## src/rtl/seg7_pkg.sv

```systemverilog
// Shared types, widths and helpers for the seven-segment scan controller.
package seg7_pkg;

    typedef enum logic [1:0] {
        IDLE  = 2'd0,
        BLANK = 2'd1,
        SHOW  = 2'd2
    } state_t;

    localparam int CODE_W = 3;
    localparam int SEG_W  = 7;

    // One bit of a one-hot digit enable: set when the scanned index hits this position.
    function automatic logic onehot_bit(input int idx, input int pos);
        return idx == pos;
    endfunction

endpackage

```

## src/rtl/seg7_scan_ctrl_if.sv

```systemverilog
// Frame-load handshake between a frame producer and the scan controller.
interface seg7_scan_ctrl_if #(
    parameter int NUM_DIGITS = 4
);
    logic                                    load_valid;
    logic [seg7_pkg::CODE_W*NUM_DIGITS-1:0] load_data;
    logic                                    load_ready;

    modport master (
        output load_valid,
        output load_data,
        input  load_ready
    );

    modport slave (
        input  load_valid,
        input  load_data,
        output load_ready
    );
endinterface

```

## src/rtl/seg7_frame_buf.sv

```systemverilog
// Pending/display double buffer: loads land in pending, a commit moves them to display.
module seg7_frame_buf
    import seg7_pkg::*;
#(
    parameter int NUM_DIGITS = 4
) (
    input  logic                         clk,
    input  logic                         rst_n,
    input  logic                         load_valid,
    input  logic [CODE_W*NUM_DIGITS-1:0] load_data,
    output logic                         load_ready,
    input  logic                         commit,
    output logic [CODE_W*NUM_DIGITS-1:0] display,
    output logic [CODE_W-1:0]            next_first
);
    localparam int FB_W = CODE_W * NUM_DIGITS;

    logic [FB_W-1:0] pending_reg, pending_next;
    logic [FB_W-1:0] display_reg, display_next;
    logic            pending_full_reg, pending_full_next;
    logic            accept;
    logic            do_commit;

    assign accept    = load_valid & ~pending_full_reg;
    assign do_commit = commit & pending_full_reg;

    always_comb begin
        pending_next      = pending_reg;
        pending_full_next = pending_full_reg;
        display_next      = display_reg;
        if (do_commit) begin
            display_next      = pending_reg;
            pending_full_next = 1'b0;
        end
        // accept only happens while pending is empty, so it never collides with a commit
        if (accept) begin
            pending_next      = load_data;
            pending_full_next = 1'b1;
        end
    end

    always_ff @(posedge clk or negedge rst_n) begin
        if (!rst_n) begin
            pending_reg      <= '0;
            display_reg      <= '0;
            pending_full_reg <= 1'b0;
        end else begin
            pending_reg      <= pending_next;
            display_reg      <= display_next;
            pending_full_reg <= pending_full_next;
        end
    end

    assign load_ready = ~pending_full_reg;
    assign display    = display_reg;
    // digit 0 of whichever frame becomes visible at the next frame start
    assign next_first = pending_full_reg ? pending_reg[CODE_W-1:0] : display_reg[CODE_W-1:0];

endmodule

```

## src/rtl/seg7_scan_ctrl.sv

```systemverilog
// Time-multiplexed scan of NUM_DIGITS seven-segment digits through one shared decoder,
// with a blanking guard per slot and tear-free frame updates.
module seg7_scan_ctrl
    import seg7_pkg::*;
#(
    parameter int NUM_DIGITS   = 4,
    parameter int BLANK_CYCLES = 2,
    parameter int SHOW_CYCLES  = 6
) (
    input  logic                  clk,
    input  logic                  rst_n,
    input  logic                  enable,
    seg7_scan_ctrl_if.slave       load,
    output logic [CODE_W-1:0]     dec_code,
    input  logic [SEG_W-1:0]      dec_seg,
    output logic [SEG_W-1:0]      seg_out,
    output logic [NUM_DIGITS-1:0] dig_en,
    output logic                  frame_done
);
    localparam int IDX_W   = $clog2(NUM_DIGITS);
    localparam int MAX_CYC = (BLANK_CYCLES > SHOW_CYCLES) ? BLANK_CYCLES : SHOW_CYCLES;
    localparam int CNT_W   = $clog2(MAX_CYC + 1);
    localparam int FB_W    = CODE_W * NUM_DIGITS;

    state_t                state_reg, state_next;
    logic [CNT_W-1:0]      cnt_reg, cnt_next;
    logic [IDX_W-1:0]      idx_reg, idx_next, idx_inc;
    logic [CODE_W-1:0]     dec_code_reg, dec_code_next;
    logic [SEG_W-1:0]      seg_reg, seg_next;
    logic [NUM_DIGITS-1:0] dig_reg, dig_next;
    logic                  frame_done_reg, frame_done_next;

    logic                  commit;
    logic [FB_W-1:0]       display_flat;
    logic [CODE_W-1:0]     next_first;
    logic [CODE_W-1:0]     disp_code [NUM_DIGITS];
    logic [NUM_DIGITS-1:0] sel_onehot;
    logic                  last_digit, blank_end, show_end;

    seg7_frame_buf #(
        .NUM_DIGITS(NUM_DIGITS)
    ) u_frame_buf (
        .clk        (clk),
        .rst_n      (rst_n),
        .load_valid (load.load_valid),
        .load_data  (load.load_data),
        .load_ready (load.load_ready),
        .commit     (commit),
        .display    (display_flat),
        .next_first (next_first)
    );

    genvar gi;
    generate
        for (gi = 0; gi < NUM_DIGITS; gi++) begin : g_digit
            assign disp_code[gi]  = display_flat[gi*CODE_W +: CODE_W];
            assign sel_onehot[gi] = onehot_bit(int'(idx_reg), gi);
        end
    endgenerate

    assign last_digit = (idx_reg == IDX_W'(NUM_DIGITS - 1));
    assign blank_end  = (cnt_reg == CNT_W'(BLANK_CYCLES - 1));
    assign show_end   = (cnt_reg == CNT_W'(SHOW_CYCLES - 1));
    assign idx_inc    = last_digit ? '0 : idx_reg + 1'b1;

    always_comb begin
        state_next      = state_reg;
        cnt_next        = cnt_reg;
        idx_next        = idx_reg;
        dec_code_next   = dec_code_reg;
        frame_done_next = 1'b0;
        commit          = 1'b0;
        seg_next        = '0;
        dig_next        = '0;

        case (state_reg)
            IDLE: begin
                // pending data is applied straight away while nothing is displayed
                commit   = 1'b1;
                idx_next = '0;
                cnt_next = '0;
                if (enable) begin
                    state_next    = BLANK;
                    dec_code_next = next_first;
                end
            end
            BLANK: begin
                if (blank_end) begin
                    state_next = SHOW;
                    cnt_next   = '0;
                end else begin
                    cnt_next = cnt_reg + 1'b1;
                end
            end
            SHOW: begin
                if (show_end) begin
                    state_next = BLANK;
                    cnt_next   = '0;
                    idx_next   = idx_inc;
                    if (last_digit) begin
                        frame_done_next = 1'b1;
                        commit          = 1'b1;
                        dec_code_next   = next_first;
                    end else begin
                        dec_code_next = disp_code[idx_inc];
                    end
                end else begin
                    cnt_next = cnt_reg + 1'b1;
                end
            end
            default: begin
                state_next = IDLE;
                idx_next   = '0;
                cnt_next   = '0;
            end
        endcase

        if (!enable) begin
            state_next      = IDLE;
            idx_next        = '0;
            cnt_next        = '0;
            frame_done_next = 1'b0;
            dec_code_next   = dec_code_reg;
            commit          = (state_reg == IDLE);
        end

        // Capture one cycle ahead so the lit window lines up exactly with SHOW.
        if (state_next == SHOW) begin
            seg_next = dec_seg;
            dig_next = sel_onehot;
        end
    end

    always_ff @(posedge clk or negedge rst_n) begin
        if (!rst_n) begin
            state_reg      <= IDLE;
            cnt_reg        <= '0;
            idx_reg        <= '0;
            dec_code_reg   <= '0;
            seg_reg        <= '0;
            dig_reg        <= '0;
            frame_done_reg <= 1'b0;
        end else begin
            state_reg      <= state_next;
            cnt_reg        <= cnt_next;
            idx_reg        <= idx_next;
            dec_code_reg   <= dec_code_next;
            seg_reg        <= seg_next;
            dig_reg        <= dig_next;
            frame_done_reg <= frame_done_next;
        end
    end

    assign dec_code   = dec_code_reg;
    assign seg_out    = seg_reg;
    assign dig_en     = dig_reg;
    assign frame_done = frame_done_reg;

endmodule

```

## src/flat_wrapper.sv

```systemverilog
// flat-port wrapper written by rule: the top's interface ports become plain ports
module seg7_scan_ctrl_flat import seg7_pkg::*;
#(
    parameter int NUM_DIGITS   = 4,
    parameter int BLANK_CYCLES = 2,
    parameter int SHOW_CYCLES  = 6
)
  (clk, rst_n, enable, dec_code, dec_seg, seg_out, dig_en, frame_done, load_load_valid, load_load_data, load_load_ready);
  seg7_scan_ctrl_if #(.NUM_DIGITS(NUM_DIGITS)) load_i ();
  input  logic clk;
  input  logic rst_n;
  input  logic enable;
  output logic [CODE_W-1:0] dec_code;
  input  logic [SEG_W-1:0] dec_seg;
  output logic [SEG_W-1:0] seg_out;
  output logic [NUM_DIGITS-1:0] dig_en;
  output logic frame_done;
  input wire logic [$bits(load_i.load_valid)-1:0] load_load_valid;
  input wire logic [$bits(load_i.load_data)-1:0] load_load_data;
  output wire logic [$bits(load_i.load_ready)-1:0] load_load_ready;
  assign load_i.load_valid = load_load_valid;
  assign load_i.load_data = load_load_data;
  assign load_load_ready = load_i.load_ready;
  seg7_scan_ctrl #(.NUM_DIGITS(NUM_DIGITS), .BLANK_CYCLES(BLANK_CYCLES), .SHOW_CYCLES(SHOW_CYCLES)) u_core (.clk(clk), .rst_n(rst_n), .enable(enable), .load(load_i), .dec_code(dec_code), .dec_seg(dec_seg), .seg_out(seg_out), .dig_en(dig_en), .frame_done(frame_done));
endmodule
```

## config.mk

```make
export PLATFORM = sky130hd
export DESIGN_NAME = seg7_scan_ctrl_flat
export DESIGN_NICKNAME = d
export VERILOG_FILES = /design/src/rtl/seg7_pkg.sv /design/src/rtl/seg7_scan_ctrl_if.sv /design/src/rtl/seg7_frame_buf.sv /design/src/rtl/seg7_scan_ctrl.sv /design/src/flat_wrapper.sv
export SDC_FILE = /design/constraint.sdc
export NUM_CORES = 1
export LEC_CHECK = 0
export ABC_AREA = 1
export CORE_ASPECT_RATIO = 2
export CORE_MARGIN = 2
export CORE_UTILIZATION = 47
export DETAILED_ROUTE_END_ITERATION = 16
export PLACE_DENSITY = 0.82
export SYNTH_ARGS = -nofsm -noshare
export SYNTH_HDL_FRONTEND = slang
export SYNTH_SLANG_ARGS = --single-unit
```

## constraint.sdc

```tcl
create_clock -name clk -period 1.55 [get_ports clk]
set_clock_uncertainty 0.1 [all_clocks]
set_input_delay 0.155 -clock clk [delete_from_list [all_inputs] [get_ports clk]]
set_output_delay 0.155 -clock clk [all_outputs]
set_load 0.05 [all_outputs]
```

==> flow_metrics.tcl <==
set metrics [dict create \
    dp_cells 332 \
    dieHeight_um 100 \
    peakVddDrop_v 0.00131 \
    start_kind "register" \
    htree_levels 2 \
    criticalPathCategory "register to register" \
    cp.arrival_ns 1.61 \
    maxCapViolCount 0 \
    numPortBuffers 38 \
    p_leak_nw 1.45 \
    grt_pass1_vias 1771 \
    grt_max_degree 30 \
    seq_area_frac_synth_pct 54.1 \
    start_util_pct 48.2 \
    worstSkewPairLatency_ns 0.31 \
    path_clk_slew_ns 0.08 \
    area_growth_pct 34.3 \
    synth_xor_area_share_pct 0.403 \
    synth-seq-cells 47 \
    gr-total-overflow 0 \
    hold_viol_final 0 \
    globalRouteTotalUtil_pct 18.8 \
    synth.distinct_cells 22 \
    core-area_um2 4510 \
    cts_tree "built" \
    syn_inst 236 \
    antenna_found_initial 0 \
    fmax_mhz 658 \
    setup-violations-final 0 \
    synth_compound_area_share_pct 3.51 \
    final_core_util_pct 64.7 \
    wirelength_um 4580 \
    die_area_um2 5210 \
    multi_input_area_um2 950 \
    antenna_cells 0 \
    rsz0062_at_grt "true" \
    yosysWarnings 0 \
    synthMuxAreaShare_pct 6.22 \
    die_width_um 52.1 \
    fill_cells 354 \
    num_vias 1764 \
    stdcell_count 344 \
    critical_path.cell_chain "inv_2 -> ha_4 -> nand2_1 -> o21bai_4 -> nand2_4 -> nand2_1 -> nand2_1" \
    drtIter0Drc 39 \
    root_buffer "clkbuf_8" \
    numCtsBuffers 5 \
    cp.required_ns 1.64 \
    cpPeakStageDelay_ns 0.41 \
    synthAdderAreaFrac_pct 5.76 \
    syn_nets 269 \
    period_share_pct 98.0 \
    syn_area_per_cell_um2 9.20 \
    hpwl_um 3210 \
    critical_path.top_delay_family "flip-flops" \
    dr.pass1.iters 4 \
    avgViaCountPerCell 5.13 \
    cts.sinks 47 \
    holdCritPathClass "primary input to async pin" \
    wl_per_cell_um 13.3 \
    maxSlewHeadroom_pct 70.7 \
    layout-drive-gt1-share_pct 29.8 \
    synth_top_family_by_area "simple AND/OR/NAND/NOR gates" \
    drtAntennaViolNets 0 \
    p_per_area_nw_per_um2 1240 \
    io_pins 39 \
    whs_ns 0.216 \
    synth-simple-area-share_pct 22.0 \
    area.sequential_um2 1180 \
    clockBufferDepth 2 \
    grt_pass1_wl_um 7420 \
    place.gp.congestion 0.927 \
    rows 35 \
    fin_crit_ns 1.52 \
    finalNetCount 321 \
    path_common_cell "nand2_1" \
    cp_num_buf_inv 1 \
    critPathSlowestCell "dfrtp_1" \
    status "finished clean" \
    path_max_fanout 12 \
    drcViolationCount 0 \
    synth_area_um2 2170 \
    slew_viol_final 0 \
    setup.worst_path.end_class "register" \
    tightestPinTransition_ns 0.439 \
]
[placed cells by master, fill, tap and decap left out, types with 7 or more instances in the layout]
cell type / instances
nand2_2: 7
clkdlybuf4s50_1: 21
inv_1: 28
nand3_1: 21
nor2_2: 10
buf_4: 25
nand2_1: 53
mux2_2: 12
nor2_1: 17
dfrtp_1: 45
[final timing paths]
kind	start	to	slack [ns]	cells after the start
max	u_core.state_reg[0]	u_core.u_frame_buf.display[1]	0.03	7
min	rst_n	u_core.frame_done	0.22	2
max reg2reg	u_core.state_reg[0]	u_core.u_frame_buf.display[1]	0.03	7
min reg2reg	u_core.u_frame_buf.display[10]	u_core.u_frame_buf.display[10]	0.37	2
max in group asynchronous	rst_n	u_core.u_frame_buf.display[1]	0.64	3
min in group clk	dec_seg[4]	u_core.seg_out[4]	0.28	3
[final cells by class]
class                           instances  share of cell area (%)
Inverter                               34                    4.59
Multi-Input combinational cell        149                    32.6
Tap cell                               55                    2.36
Clock inverter                          3                    1.50
Sequential cell                        47                    40.4
Clock buffer                            5                    2.36
Timing Repair Buffer                   51                    16.2
[metrics by stage]
step / cell area, µm² / TNS, ns / total power [mW] / setup slack (ns)
after global routing: 2920 / -0.722 / 3.84 / -0.0650
final: 2920 / 0 / 3.62 / 0.0311
after floorplan: 2180 / 0 / 2.37 / 0.00279
after CTS: 2800 / 0 / 3.60 / 0.00307
after detailed placement: 2640 / -0.237 / 2.68 / -0.0390
after global placement: 2640 / 0 / 2.63 / 0.0526
[metal layers]
layer | GRT usage, % | part of all wire [%] | routed length (µm)
met1 | 19.9 | 35 | 1600
met2 | 33.1 | 56 | 2560
met3 | 4.32 | 5.9 | 270
met4 | 9.72 | 3.2 | 148
met5 | 0 | 0 | 0
[repair_timing]
action,in CTS,in global routing
hold buffers,1,0
buffers inserted,2,1
gates resized for setup,8,30
setup endpoints to repair,18,28
endpoints found under the hold margin,18,0
pin swaps,1,2
[synth_stat cells]
master / instances / share of area [%]
nand2_1: 58 / 10
dfrtp_1: 47 / 54
inv_1: 33 / 5.7
nor2_1: 29 / 5.0
nand3_1: 22 / 5.1
mux2_2: 12 / 6.2
ha_1: 10 / 5.8
o21ai_0: 5 / 1.2
buf_2: 3 / 0.69
buf_6: 2 / 1.0
nand2_2: 2 / 0.58
o211ai_1: 2 / 0.69
o22ai_1: 2 / 0.58
a21oi_1: 1 / 0.23
and2_1: 1 / 0.29
buf_4: 1 / 0.35
inv_2: 1 / 0.17
nand2_4: 1 / 0.52
nand4_1: 1 / 0.29
nor3_1: 1 / 0.23
o21bai_4: 1 / 0.86
xnor2_1: 1 / 0.40
[kinds of logic (layout without fill, tap and decap cells)]
logic type	count (synthesis)	after routing
DFF	47	47
buffers and inverters	40	93
and+or+nand+nor	115	115
adders and majority gates	10	10
xor gates and xnor gates	1	1
muxes	12	12
AOI/OAI and AO/OA	11	11
[worst register-to-register path, delay by kind of cell, from the launching register on]
family                   cells  cell delay [ns]
adder cells (fa/ha/maj)      1             0.18
flip-flops                   1             0.41
AND/OR/NAND/NOR              4             0.40
AO/OA/AOI/OAI                1             0.22
buffers and inverters        1             0.10
[where the power goes]
group,internal [mW],switching (mW),leakage (nW)
sequential,1.51,0.169,0.599
clock,0.480,0.414,0.0581
combinational,0.430,0.612,0.788
total,2.42,1.19,1.45
Power figures use the tool's default switching activity.
